$ cat src/rtl/axi4lite_cmd_queue_pkg.sv
// Shared types for the AXI4-Lite command queue: command record, FSM states
// and default bus widths.
package axi4lite_cmd_queue_pkg;

  localparam int CQ_ADDR_W = 2;
  localparam int CQ_DATA_W = 8;

  typedef enum logic [1:0] {
    IDLE,
    ISSUE,
    WAIT
  } state_t;

  typedef struct packed {
    logic                 we;
    logic [CQ_ADDR_W-1:0] addr;
    logic [CQ_DATA_W-1:0] wdata;
  } cmd_t;

endpackage

$ cat src/rtl/axi4lite_cmd_queue_if.sv
// User-side handshake between the command queue and the AXI4-Lite master.
// The queue owns the master modport; the master engine owns the slave modport.
interface axi4lite_cmd_queue_if
  import axi4lite_cmd_queue_pkg::*;
#(
  parameter int ADDR_WIDTH = CQ_ADDR_W,
  parameter int DATA_WIDTH = CQ_DATA_W
);
  logic                  start_write;
  logic [ADDR_WIDTH-1:0] write_addr;
  logic [DATA_WIDTH-1:0] write_data;
  logic                  start_read;
  logic [ADDR_WIDTH-1:0] read_addr;
  logic                  m_done;
  logic [DATA_WIDTH-1:0] m_read_data;

  modport master (
    output start_write, write_addr, write_data, start_read, read_addr,
    input  m_done, m_read_data
  );

  modport slave (
    input  start_write, write_addr, write_data, start_read, read_addr,
    output m_done, m_read_data
  );
endinterface

$ cat src/rtl/axi4lite_cmd_queue_sync_fifo.sv
// Single-clock FIFO with occupancy count; pushes while full are dropped
// regardless of a same-cycle pop.
module sync_fifo #(
  parameter int WIDTH = 11,
  parameter int DEPTH = 4,
  localparam int PTR_W = $clog2(DEPTH),
  localparam int CNT_W = PTR_W + 1
) (
  input  logic             clk,
  input  logic             rst_n,
  input  logic             push,
  input  logic             pop,
  input  logic [WIDTH-1:0] din,
  output logic [WIDTH-1:0] dout,
  output logic             full,
  output logic             empty,
  output logic [CNT_W-1:0] count
);
  logic [WIDTH-1:0] mem [DEPTH];
  logic [PTR_W-1:0] wr_ptr, rd_ptr;
  logic             do_push, do_pop;

  assign full    = (count == CNT_W'(DEPTH));
  assign empty   = (count == '0);
  assign do_push = push && !full;
  assign do_pop  = pop && !empty;
  assign dout    = mem[rd_ptr];

  always_ff @(posedge clk) begin
    if (!rst_n) begin
      wr_ptr <= '0;
      rd_ptr <= '0;
      count  <= '0;
    end else begin
      if (do_push) wr_ptr <= wr_ptr + 1'b1;
      if (do_pop)  rd_ptr <= rd_ptr + 1'b1;
      case ({do_push, do_pop})
        2'b10:   count <= count + 1'b1;
        2'b01:   count <= count - 1'b1;
        default: ;
      endcase
    end
  end

  always_ff @(posedge clk) begin
    if (do_push) mem[wr_ptr] <= din;
  end
endmodule

$ cat src/rtl/axi4lite_cmd_queue.sv
// Pad-side command capture, FIFO buffering and one-at-a-time issue to the
// AXI4-Lite master, with a WAIT timeout so a hung transfer cannot stall the queue.
module axi4lite_cmd_queue
  import axi4lite_cmd_queue_pkg::*;
#(
  parameter int ADDR_WIDTH     = CQ_ADDR_W,
  parameter int DATA_WIDTH     = CQ_DATA_W,
  parameter int FIFO_DEPTH     = 4,
  parameter int TIMEOUT_CYCLES = 255
) (
  input  logic                  clk,
  input  logic                  rst_n,
  input  logic                  cmd_strobe,
  input  logic                  cmd_we,
  input  logic [ADDR_WIDTH-1:0] cmd_addr,
  input  logic [DATA_WIDTH-1:0] cmd_wdata,
  axi4lite_cmd_queue_if.master  bus,
  output logic [DATA_WIDTH-1:0] rd_data,
  output logic                  rd_valid,
  output logic                  busy,
  output logic                  fifo_full,
  output logic                  overflow,
  output logic                  timeout_err
);
  typedef struct packed {
    logic                  we;
    logic [ADDR_WIDTH-1:0] addr;
    logic [DATA_WIDTH-1:0] wdata;
  } entry_t;

  localparam int         ENTRY_W  = $bits(entry_t);
  localparam int         CNT_W    = $clog2(FIFO_DEPTH) + 1;
  localparam logic [7:0] TMO_LAST = 8'(TIMEOUT_CYCLES - 1);

  logic                  strobe_p0, strobe_p1, strobe_p2;
  entry_t                cmd_p0, cmd_p1, head;
  logic                  push, pop, fifo_empty, tmo_hit, hold_we;
  logic [CNT_W-1:0]      fifo_count;
  logic [7:0]            tmo_cnt;
  logic [ADDR_WIDTH-1:0] wr_addr_q, rd_addr_q;
  logic [DATA_WIDTH-1:0] wr_data_q;
  state_t                state, state_nxt;

  // Stage p0/p1: two-flop synchronizer; p2: edge detect.
  always_ff @(posedge clk) begin
    if (!rst_n) begin
      strobe_p0 <= 1'b0;
      strobe_p1 <= 1'b0;
      strobe_p2 <= 1'b0;
    end else begin
      strobe_p0 <= cmd_strobe;
      strobe_p1 <= strobe_p0;
      strobe_p2 <= strobe_p1;
    end
  end

  always_ff @(posedge clk) begin
    cmd_p0 <= entry_t'({cmd_we, cmd_addr, cmd_wdata});
    cmd_p1 <= cmd_p0;
  end

  assign push = strobe_p1 && !strobe_p2;

  sync_fifo #(.WIDTH(ENTRY_W), .DEPTH(FIFO_DEPTH)) u_fifo (
    .clk   (clk),
    .rst_n (rst_n),
    .push  (push),
    .pop   (pop),
    .din   (cmd_p1),
    .dout  (head),
    .full  (fifo_full),
    .empty (fifo_empty),
    .count (fifo_count)
  );

  always_ff @(posedge clk) begin
    if (!rst_n) state <= IDLE;
    else        state <= state_nxt;
  end

  always_comb begin
    state_nxt = state;
    pop       = 1'b0;
    tmo_hit   = 1'b0;
    case (state)
      IDLE: begin
        if (!fifo_empty) begin
          pop       = 1'b1;
          state_nxt = ISSUE;
        end
      end
      ISSUE: state_nxt = WAIT;
      WAIT: begin
        if (bus.m_done) begin
          state_nxt = IDLE;
        end else if (tmo_cnt == TMO_LAST) begin
          tmo_hit   = 1'b1;
          state_nxt = IDLE;
        end
      end
      default: state_nxt = IDLE;
    endcase
  end

  // Hold registers load on pop so addr/data are stable before the start pulse.
  always_ff @(posedge clk) begin
    if (!rst_n) begin
      hold_we     <= 1'b0;
      wr_addr_q   <= '0;
      wr_data_q   <= '0;
      rd_addr_q   <= '0;
      rd_data     <= '0;
      rd_valid    <= 1'b0;
      tmo_cnt     <= '0;
      overflow    <= 1'b0;
      timeout_err <= 1'b0;
    end else begin
      if (pop) begin
        hold_we <= head.we;
        if (head.we) begin
          wr_addr_q <= head.addr;
          wr_data_q <= head.wdata;
        end else begin
          rd_addr_q <= head.addr;
        end
      end
      if (state == ISSUE) begin
        tmo_cnt <= '0;
        if (!hold_we) rd_valid <= 1'b0;
      end
      if (state == WAIT) begin
        tmo_cnt <= tmo_cnt + 8'd1;
        if (bus.m_done && !hold_we) begin
          rd_data  <= bus.m_read_data;
          rd_valid <= 1'b1;
        end
      end
      if (tmo_hit)             timeout_err <= 1'b1;
      if (push && fifo_full)   overflow    <= 1'b1;
    end
  end

  assign bus.start_write = (state == ISSUE) && hold_we;
  assign bus.start_read  = (state == ISSUE) && !hold_we;
  assign bus.write_addr  = wr_addr_q;
  assign bus.write_data  = wr_data_q;
  assign bus.read_addr   = rd_addr_q;
  assign busy            = (state != IDLE) || (fifo_count != '0);
endmodule
$ cat src/flat_wrapper.sv
// flat-port wrapper written by rule: the top's interface ports become plain ports
module axi4lite_cmd_queue_flat import axi4lite_cmd_queue_pkg::*;
#(
  parameter int ADDR_WIDTH     = CQ_ADDR_W,
  parameter int DATA_WIDTH     = CQ_DATA_W,
  parameter int FIFO_DEPTH     = 4,
  parameter int TIMEOUT_CYCLES = 255
)
  (clk, rst_n, cmd_strobe, cmd_we, cmd_addr, cmd_wdata, rd_data, rd_valid, busy, fifo_full, overflow, timeout_err, bus_start_write, bus_write_addr, bus_write_data, bus_start_read, bus_read_addr, bus_m_done, bus_m_read_data);
  axi4lite_cmd_queue_if #(.ADDR_WIDTH(ADDR_WIDTH), .DATA_WIDTH(DATA_WIDTH)) bus_i ();
  input  logic clk;
  input  logic rst_n;
  input  logic cmd_strobe;
  input  logic cmd_we;
  input  logic [ADDR_WIDTH-1:0] cmd_addr;
  input  logic [DATA_WIDTH-1:0] cmd_wdata;
  output logic [DATA_WIDTH-1:0] rd_data;
  output logic rd_valid;
  output logic busy;
  output logic fifo_full;
  output logic overflow;
  output logic timeout_err;
  output wire logic [$bits(bus_i.start_write)-1:0] bus_start_write;
  output wire logic [$bits(bus_i.write_addr)-1:0] bus_write_addr;
  output wire logic [$bits(bus_i.write_data)-1:0] bus_write_data;
  output wire logic [$bits(bus_i.start_read)-1:0] bus_start_read;
  output wire logic [$bits(bus_i.read_addr)-1:0] bus_read_addr;
  input wire logic [$bits(bus_i.m_done)-1:0] bus_m_done;
  input wire logic [$bits(bus_i.m_read_data)-1:0] bus_m_read_data;
  assign bus_start_write = bus_i.start_write;
  assign bus_write_addr = bus_i.write_addr;
  assign bus_write_data = bus_i.write_data;
  assign bus_start_read = bus_i.start_read;
  assign bus_read_addr = bus_i.read_addr;
  assign bus_i.m_done = bus_m_done;
  assign bus_i.m_read_data = bus_m_read_data;
  axi4lite_cmd_queue #(.ADDR_WIDTH(ADDR_WIDTH), .DATA_WIDTH(DATA_WIDTH), .FIFO_DEPTH(FIFO_DEPTH), .TIMEOUT_CYCLES(TIMEOUT_CYCLES)) u_core (.clk(clk), .rst_n(rst_n), .cmd_strobe(cmd_strobe), .cmd_we(cmd_we), .cmd_addr(cmd_addr), .cmd_wdata(cmd_wdata), .bus(bus_i), .rd_data(rd_data), .rd_valid(rd_valid), .busy(busy), .fifo_full(fifo_full), .overflow(overflow), .timeout_err(timeout_err));
endmodule
$ cat config.mk
export PLATFORM = sky130hd
export DESIGN_NAME = axi4lite_cmd_queue_flat
export DESIGN_NICKNAME = d
export VERILOG_FILES = /design/src/rtl/axi4lite_cmd_queue_pkg.sv /design/src/rtl/axi4lite_cmd_queue_if.sv /design/src/rtl/axi4lite_cmd_queue_sync_fifo.sv /design/src/rtl/axi4lite_cmd_queue.sv /design/src/flat_wrapper.sv
export SDC_FILE = /design/constraint.sdc
export NUM_CORES = 1
export LEC_CHECK = 0
export CAP_MARGIN = 5
export CORE_ASPECT_RATIO = 1.25
export CORE_UTILIZATION = 40
export CTS_CLUSTER_SIZE = 10
export DETAILED_ROUTE_END_ITERATION = 10
export PLACE_DENSITY_LB_ADDON = 0.3
export SLEW_MARGIN = 5
export SYNTH_ARGS = -nofsm -noshare
export SYNTH_HDL_FRONTEND = slang
export SYNTH_HIERARCHICAL = 1
export SYNTH_SLANG_ARGS = --single-unit
$ cat constraint.sdc
create_clock -name clk -period 2.21 [get_ports clk]
set_clock_uncertainty 0.15 [all_clocks]
set_input_delay 0.442 -clock clk [delete_from_list [all_inputs] [get_ports clk]]
set_output_delay 0.442 -clock clk [all_outputs]
set_load 0.005 [all_outputs]
; Word level (Yosys, flattened, before mapping)
; Memories as Yosys holds them, arrays and structs flattened. A register that Yosys moved wholly into a read port is not among the register bits.
; Index checks and enable logic that the tools add are counted.
[word_totals]
reg_bits = 66
wordCells = 79
ramBits = 44
inputBits = 23
n_memories = 1
[classes]
add_sub_neg = 5
eq_ne = 8
n_bitwise = 1
n_mux = 20
reduce_logical = 22
[memory_table]
columns = memory, words, word_bits, rd, rd_ports_with_merged_regs, write_ports, line
row1 = u_core.u_fifo.mem, 4, 11, 1, 1, 1, axi4lite_cmd_queue_sync_fifo.sv:19  ; logic [WIDTH-1:0] mem [DEPTH];
[op_table]
columns = op, n
row1 = $mux 8, 2
row2 = $mux 1, 11
row3 = $mux 2, 5
row4 = $add 8x1->8 const B, 1
row5 = $eq 8x8->1 const B, 1
row6 = $reduce_and 2->1, 4
row7 = $logic_and 1x1->1, 7
row8 = $pmux 2 s3, 1
row9 = $pmux 3 s2, 1
row10 = $reduce_bool 2->1, 3
row11 = $add 2x1->2 const B, 2
row12 = $eq 2x1->1 const B, 2
row13 = $eq 2x2->1 const B, 2
row14 = $logic_not 1->1, 4
row15 = $add 3x1->3 const B, 1
row16 = $eq 3x3->1 const B, 1
row17 = $logic_not 3->1, 1
row18 = $ne 3x2->1 const B, 1
row19 = $reduce_bool 3->1, 1
row20 = $sub 3x1->3 const B, 1
row21 = $logic_not 2->1, 1
row22 = $ne 2x2->1 const B, 1
row23 = $logic_or 1x1->1, 1
row24 = $not 1->1, 1

; Logic depth before layout (Yosys ltp)
[depth]
ltp_word = 6
ltp_mapped = 10
ltp_nobuf = 10

; By module
; The synthesis kept the hierarchy.
[by_module_without_submodules]
columns = module, seq_area_each_um2, area_per_inst_um2, cells_each, instances
row1 = sync_fifo, 1501.4, 2079.5, 111, 1
row2 = axi4lite_cmd_queue, 1181.1, 2038.2, 180, 1

; Worst setup path after synthesis
; No wires, ideal clock.
[synth_timing]
path_kind = register -> register
start = register u_core.state[0]
end = register u_core.u_fifo.count[2]
required_ns = 1.990
setup_slack_ns = -0.239
path_buffers = 0
period_less_slack_ns = 2.449
stages_incl_launch_ff = 11
arrival_time_ns = 2.229
path_cell_list = dfxtp_1 -> inv_1 -> ha_1 -> nor2b_1 -> nor2b_1 -> ha_1 -> inv_1 -> fa_1 -> xor2_1 -> or3_1 -> a21boi_1
[synth_via]
elab_chain_cells = 5
elab_cells_between_ends = 7
[synth_rtl]
columns = element, line
row1 = "start, declared", axi4lite_cmd_queue.sv:42  ; state_t state, state_nxt;
row2 = "start signal, assigned", axi4lite_cmd_queue.sv:78  ; else state <= state_nxt;
row3 = $logic_not 2->1 *, axi4lite_cmd_queue.sv:85  ; case (state)
row4 = $mux 1 *, axi4lite_cmd_queue.sv:85
row5 = net u_core.pop, axi4lite_cmd_queue.sv:37  ; logic push, pop, fifo_empty, tmo_hit, hold_we;
row6 = $logic_and 1x1->1 *, axi4lite_cmd_queue_sync_fifo.sv:26  ; assign do_pop = pop && !empty;
row7 = net u_core.u_fifo.do_pop, axi4lite_cmd_queue_sync_fifo.sv:21  ; logic do_push, do_pop;
row8 = $eq 2x1->1 / $eq 2x2->1 (equally long branches), axi4lite_cmd_queue_sync_fifo.sv:37  ; case ({do_push, do_pop})
row9 = $pmux 3 s2 / $reduce_bool 2->1 (equally long branches), n/a
row10 = "end signal, assigned", axi4lite_cmd_queue_sync_fifo.sv:38  ; 2'b10: count <= count + 1'b1;
row11 = "end signal, assigned", axi4lite_cmd_queue_sync_fifo.sv:39  ; 2'b01: count <= count - 1'b1;
row12 = "end, declared", axi4lite_cmd_queue_sync_fifo.sv:17  ; output logic [CNT_W-1:0] count
; Mark *: on every way through the listed nets, which the timed path passes. The rest lies on a longest branch.
; A chain may end at the register's enable or synchronous reset.

; Worst setup path in the final report
[layout_timing]
start = register u_core.u_fifo.count[2]
end = output port fifo_full
[layout_via]
elab_chain_cells = 1
[layout_rtl]
columns = element, line
row1 = $eq 3x3->1, axi4lite_cmd_queue_sync_fifo.sv:23  ; assign full = (count == CNT_W'(DEPTH));
row2 = "end, declared", flat_wrapper.sv:20  ; output logic fifo_full;
; No other way between the ends.

==> summary.txt <==
Accumulated negative setup slack - 0 ns
Area contributors post-synth - sky130_fd_sc_hd__dfxtp_1 (33%), sky130_fd_sc_hd__edfxtp_1 (32%), sky130_fd_sc_hd__mux4_2 (6.0%)
Maximum cell stage delay along the critical path - 0.49 ns
Global routing's busiest layer - met2
Cts hold-fix bufs - 0
Total number of nets in the final design - 399
Number of global-route vias before repair - 2387
Worst-Margin Slew - 0.6475 ns
Cell variety after synth - 38
Number of antenna violations at the first check in global routing - 0
Deepest clock path buffer count - 2
Via total after detailed routing - 2377
Switching part of the total - 23.36%
Worst Setup Slack, final - 0.03095 ns
Die Y-Extent - 115.4 µm
Detailed-route wire length per cell - 13.79 µm
Layout cells sized above 1 - 17.93%
Maximum clock frequency - 458.9 MHz
Relative max-transition margin - 56.38%
Total I/O pin count - 50
Drt pass-1 iters - 4
Setup repair after global routing missed its margin - yes
Worst path slowest cell - sky130_fd_sc_hd__clkdlybuf4s50_1
Placed instance count - 480
Global routing met1 resource utilization - 15.67%
Kind of end point of the critical path - output pin
Power per unit of standard cell area - 830.4 nW/µm²
Clock buffer count from CTS - 9
Total wire length - 6.853 mm
Net Count, Synth - 327
GR Util met3 - 4.265%
Share of the yosys chip area belonging to registers - 65.15%
DRC violation count after routing - 0
Number of violations reported at the end of detailed-routing iteration 0 - 62
Synthesis-to-layout area growth - 26.56%
Total congestion overflow after global routing - 0
Setup violations, final - 0
TritonCTS clock tree - built
Final estimated routing congestion in global placement - 0.7085
I/O Buffers - 49
Worst hold slack - 0.1792 ns
Data required, critical path - 1.62 ns
Largest fanout of any net on the critical path - 5
Clock latency at the later pin of the worst-skew pair - 0.34 ns
ANT nets after route - 0
Power Internal - 3.316 mW
Data arrival time of the critical path - 1.59 ns
Die footprint - 10710 µm²
Cell breakdown of the critical path - nor3b_2 -> buf_4 -> clkdlybuf4s50_1
Width of the die - 92.75 µm
Effective utilization at floorplan - 40.95%
Wire length of the first global-routing pass - 11.29 mm
Via/cell ratio - 4.783
Portion of the clock cycle consumed by the worst path in the final layout - 98.60%
Power spent charging and discharging nets - 1.011 mW
Maximum resistive drop on vdd - 0.7321 mV
Cell area after technology mapping - 4118 µm²
Clk sinks - 112
Endpoints failing hold - 0
Standby leakage power - 1.949 nW
Syn avg cell area - 14.15 µm²
Number of warning messages in the yosys log - 6
Number of buffers and inverters on the critical path - 2
Clock network power share - 35.4%
Placement Rows - 41
Post-synthesis instance total - 291
Max-capacitance violation count - 0
Global routing usage on met2 - 24.25%
Library cell with the largest summed area after synthesis - sky130_fd_sc_hd__dfxtp_1
Top cell type's share of synthesized area - 33.06%
GR Util All Layers - 13.95%
Register bit count reported by yosys - 112
Worst Setup Start Kind - flop
Ant. Diodes - 0
Maximum number of pins on one net before global-route repair - 28
Core Region - 10050 µm²
Fin cells - 497
Worst Setup Path Type - flop to output pin
Number of H-tree branching levels - 3
Number of slew-limit violations in the final report - 0
Sequential share of power - 52.1%
Share of total power in combinational logic - 12.5%
Family of cells with the greatest summed delay on the critical path - buffers and inverters
Worst hold path type - flop to flop
Sum of net half-perimeters after detailed placement - 4.705 mm
Outcome - finished, final reports clean
Clock transition at the registers of the reported paths - 0.07 ns
Minimum clock period - 2.179 ns
Buffer cell driving the clock tree root - sky130_fd_sc_hd__clkbuf_16
Layout filler cell count - 879
Post-Place Worst Slack - 0.008962 ns
-- synth_stat cells, drive strengths merged --
master	n
a21boi	3
a21oi	4
and2	13
buf	5
clkbuf	5
dfxtp	68
edfxtp	44
fa	1
ha	12
inv	11
mux2i	23
mux4	11
nand2	13
nand2b	2
nand3	3
nand3b	2
nand4	9
nand4bb	1
nor2	3
nor2b	27
nor3	2
nor3b	2
o2111ai	2
o21a	1
o21ai	10
o2bb2ai	1
or3	5
or4b	3
xnor2	1
xor2	4
-- per-stage QoR --
stage / util [%] / power (mW) / cell area [µm²]
final: 51.83 / 4.327 / 5211
after global routing: 51.83 / 4.518 / 5211
after CTS: 51.74 / 4.377 / 5202
after detailed placement: 48.90 / 2.839 / 4917
after global placement: 48.90 / 2.827 / 4917
after floorplan: - / 2.587 / 4160
-- cells in the final DEF, fill, tap and decap left out, types with 2 or more instances in the layout --
cell,count
sky130_fd_sc_hd__or3_1,5
sky130_fd_sc_hd__clkbuf_1,2
sky130_fd_sc_hd__nand3_1,3
sky130_fd_sc_hd__a21oi_1,4
sky130_fd_sc_hd__and2_1,13
sky130_fd_sc_hd__o21ai_0,10
sky130_fd_sc_hd__nor2b_4,2
sky130_fd_sc_hd__nor2_1,3
sky130_fd_sc_hd__edfxtp_1,44
sky130_fd_sc_hd__inv_1,7
sky130_fd_sc_hd__dlygate4sd2_1,2
sky130_fd_sc_hd__nor2b_1,24
sky130_fd_sc_hd__o2111ai_1,2
sky130_fd_sc_hd__nand4_1,8
sky130_fd_sc_hd__nand3b_1,2
sky130_fd_sc_hd__xor2_1,4
sky130_fd_sc_hd__buf_4,22
sky130_fd_sc_hd__or4b_1,2
sky130_fd_sc_hd__dfxtp_2,3
sky130_fd_sc_hd__a21boi_1,2
sky130_fd_sc_hd__clkbuf_16,9
sky130_fd_sc_hd__inv_8,2
sky130_fd_sc_hd__inv_2,4
sky130_fd_sc_hd__nand2_1,13
sky130_fd_sc_hd__clkdlybuf4s50_1,46
sky130_fd_sc_hd__inv_6,2
sky130_fd_sc_hd__dfxtp_1,65
sky130_fd_sc_hd__mux2i_1,23
sky130_fd_sc_hd__ha_4,2
sky130_fd_sc_hd__nand2b_1,2
sky130_fd_sc_hd__ha_1,9
sky130_fd_sc_hd__mux4_2,11
-- state kept, by name (all words and copies together) (netlist names), named ones only --
name / count
u_core/u_fifo/mem: 44
u_core/cmd_p0: 11
u_core/cmd_p1: 11
u_core/bus.write_data: 8
u_core/rd_data: 8
u_core/tmo_cnt: 8
u_core/u_fifo/count: 3
u_core/bus.read_addr: 2
u_core/bus.write_addr: 2
u_core/state: 2
u_core/u_fifo/rd_ptr: 2
u_core/u_fifo/wr_ptr: 2
u_core/hold_we: 1
u_core/overflow: 1
u_core/rd_valid: 1
u_core/strobe_p0: 1
u_core/strobe_p1: 1
u_core/strobe_p2: 1
u_core/timeout_err: 1
-- final timing paths --
check | startpoint | end | slack, ns | cells after the start
max | u_core/u_fifo/count[2] | fifo_full | 0.03 | 3
min | u_core/cmd_p0[1] | u_core/cmd_p1[1] | 0.18 | 0
max reg2reg | u_core/state[1] | u_core/u_fifo/count[2] | 0.04 | 10
min reg2reg | u_core/cmd_p0[1] | u_core/cmd_p1[1] | 0.18 | 0
-- routing by layer --
metal  up-vias  wire [µm]
met5         -          0
met4         0        104
met1      1144       2986
met3         6        297
li1       1185          -
met2        42       3465
-- worst register-to-register path, cell delays in order (launching register included) --
cell,delay [ns]
sky130_fd_sc_hd__dfxtp_2,0.33
sky130_fd_sc_hd__inv_2,0.07
sky130_fd_sc_hd__ha_4,0.14
sky130_fd_sc_hd__nor2b_4,0.14
sky130_fd_sc_hd__nor2b_4,0.17
sky130_fd_sc_hd__ha_4,0.15
sky130_fd_sc_hd__inv_2,0.03
sky130_fd_sc_hd__fa_2,0.32
sky130_fd_sc_hd__xor2_1,0.15
sky130_fd_sc_hd__or3_1,0.31
sky130_fd_sc_hd__a21boi_1,0.14
-- cell type report --
cell class / instances / area [µm²] / share of cell area [%]
clock inverters: 5 / 48.80 / 0.9364
well taps: 129 / 161.4 / 3.097
clock buffers: 11 / 232.7 / 4.466
inverters: 11 / 41.29 / 0.7923
multi-input cells: 158 / 1393 / 26.72
flip-flops and latches: 112 / 2686 / 51.55
repair buffers: 71 / 648.1 / 12.44
-- what timing repair did --
item / 4_1_cts / 5_1_grt
endpoints found under the setup margin: 4 / 2
pin swaps: 2 / 2
gates resized for setup: 11 / 2
setup buffers: 0 / 1
-- power by group through the flow --
stage	logic [mW]	registers [mW]	clock network, mW
after floorplan	0.293	2.29	0
after detailed placement	0.540	2.30	0
final	0.543	2.25	1.53
after CTS	0.540	2.25	1.58
after global routing	0.596	2.26	1.66
after global placement	0.534	2.29	0
-- cells by family after synthesis --
| family | share of synthesized area, % |
|---|---|
| flops | 65.15 |
| simple gates | 12.70 |
| mux | 11.61 |
| compound gates | 3.069 |
| buf+inv | 2.279 |
| fa+ha+maj | 4.132 |
| xor+xnor | 1.063 |
(Power assumes the default switching activity.)
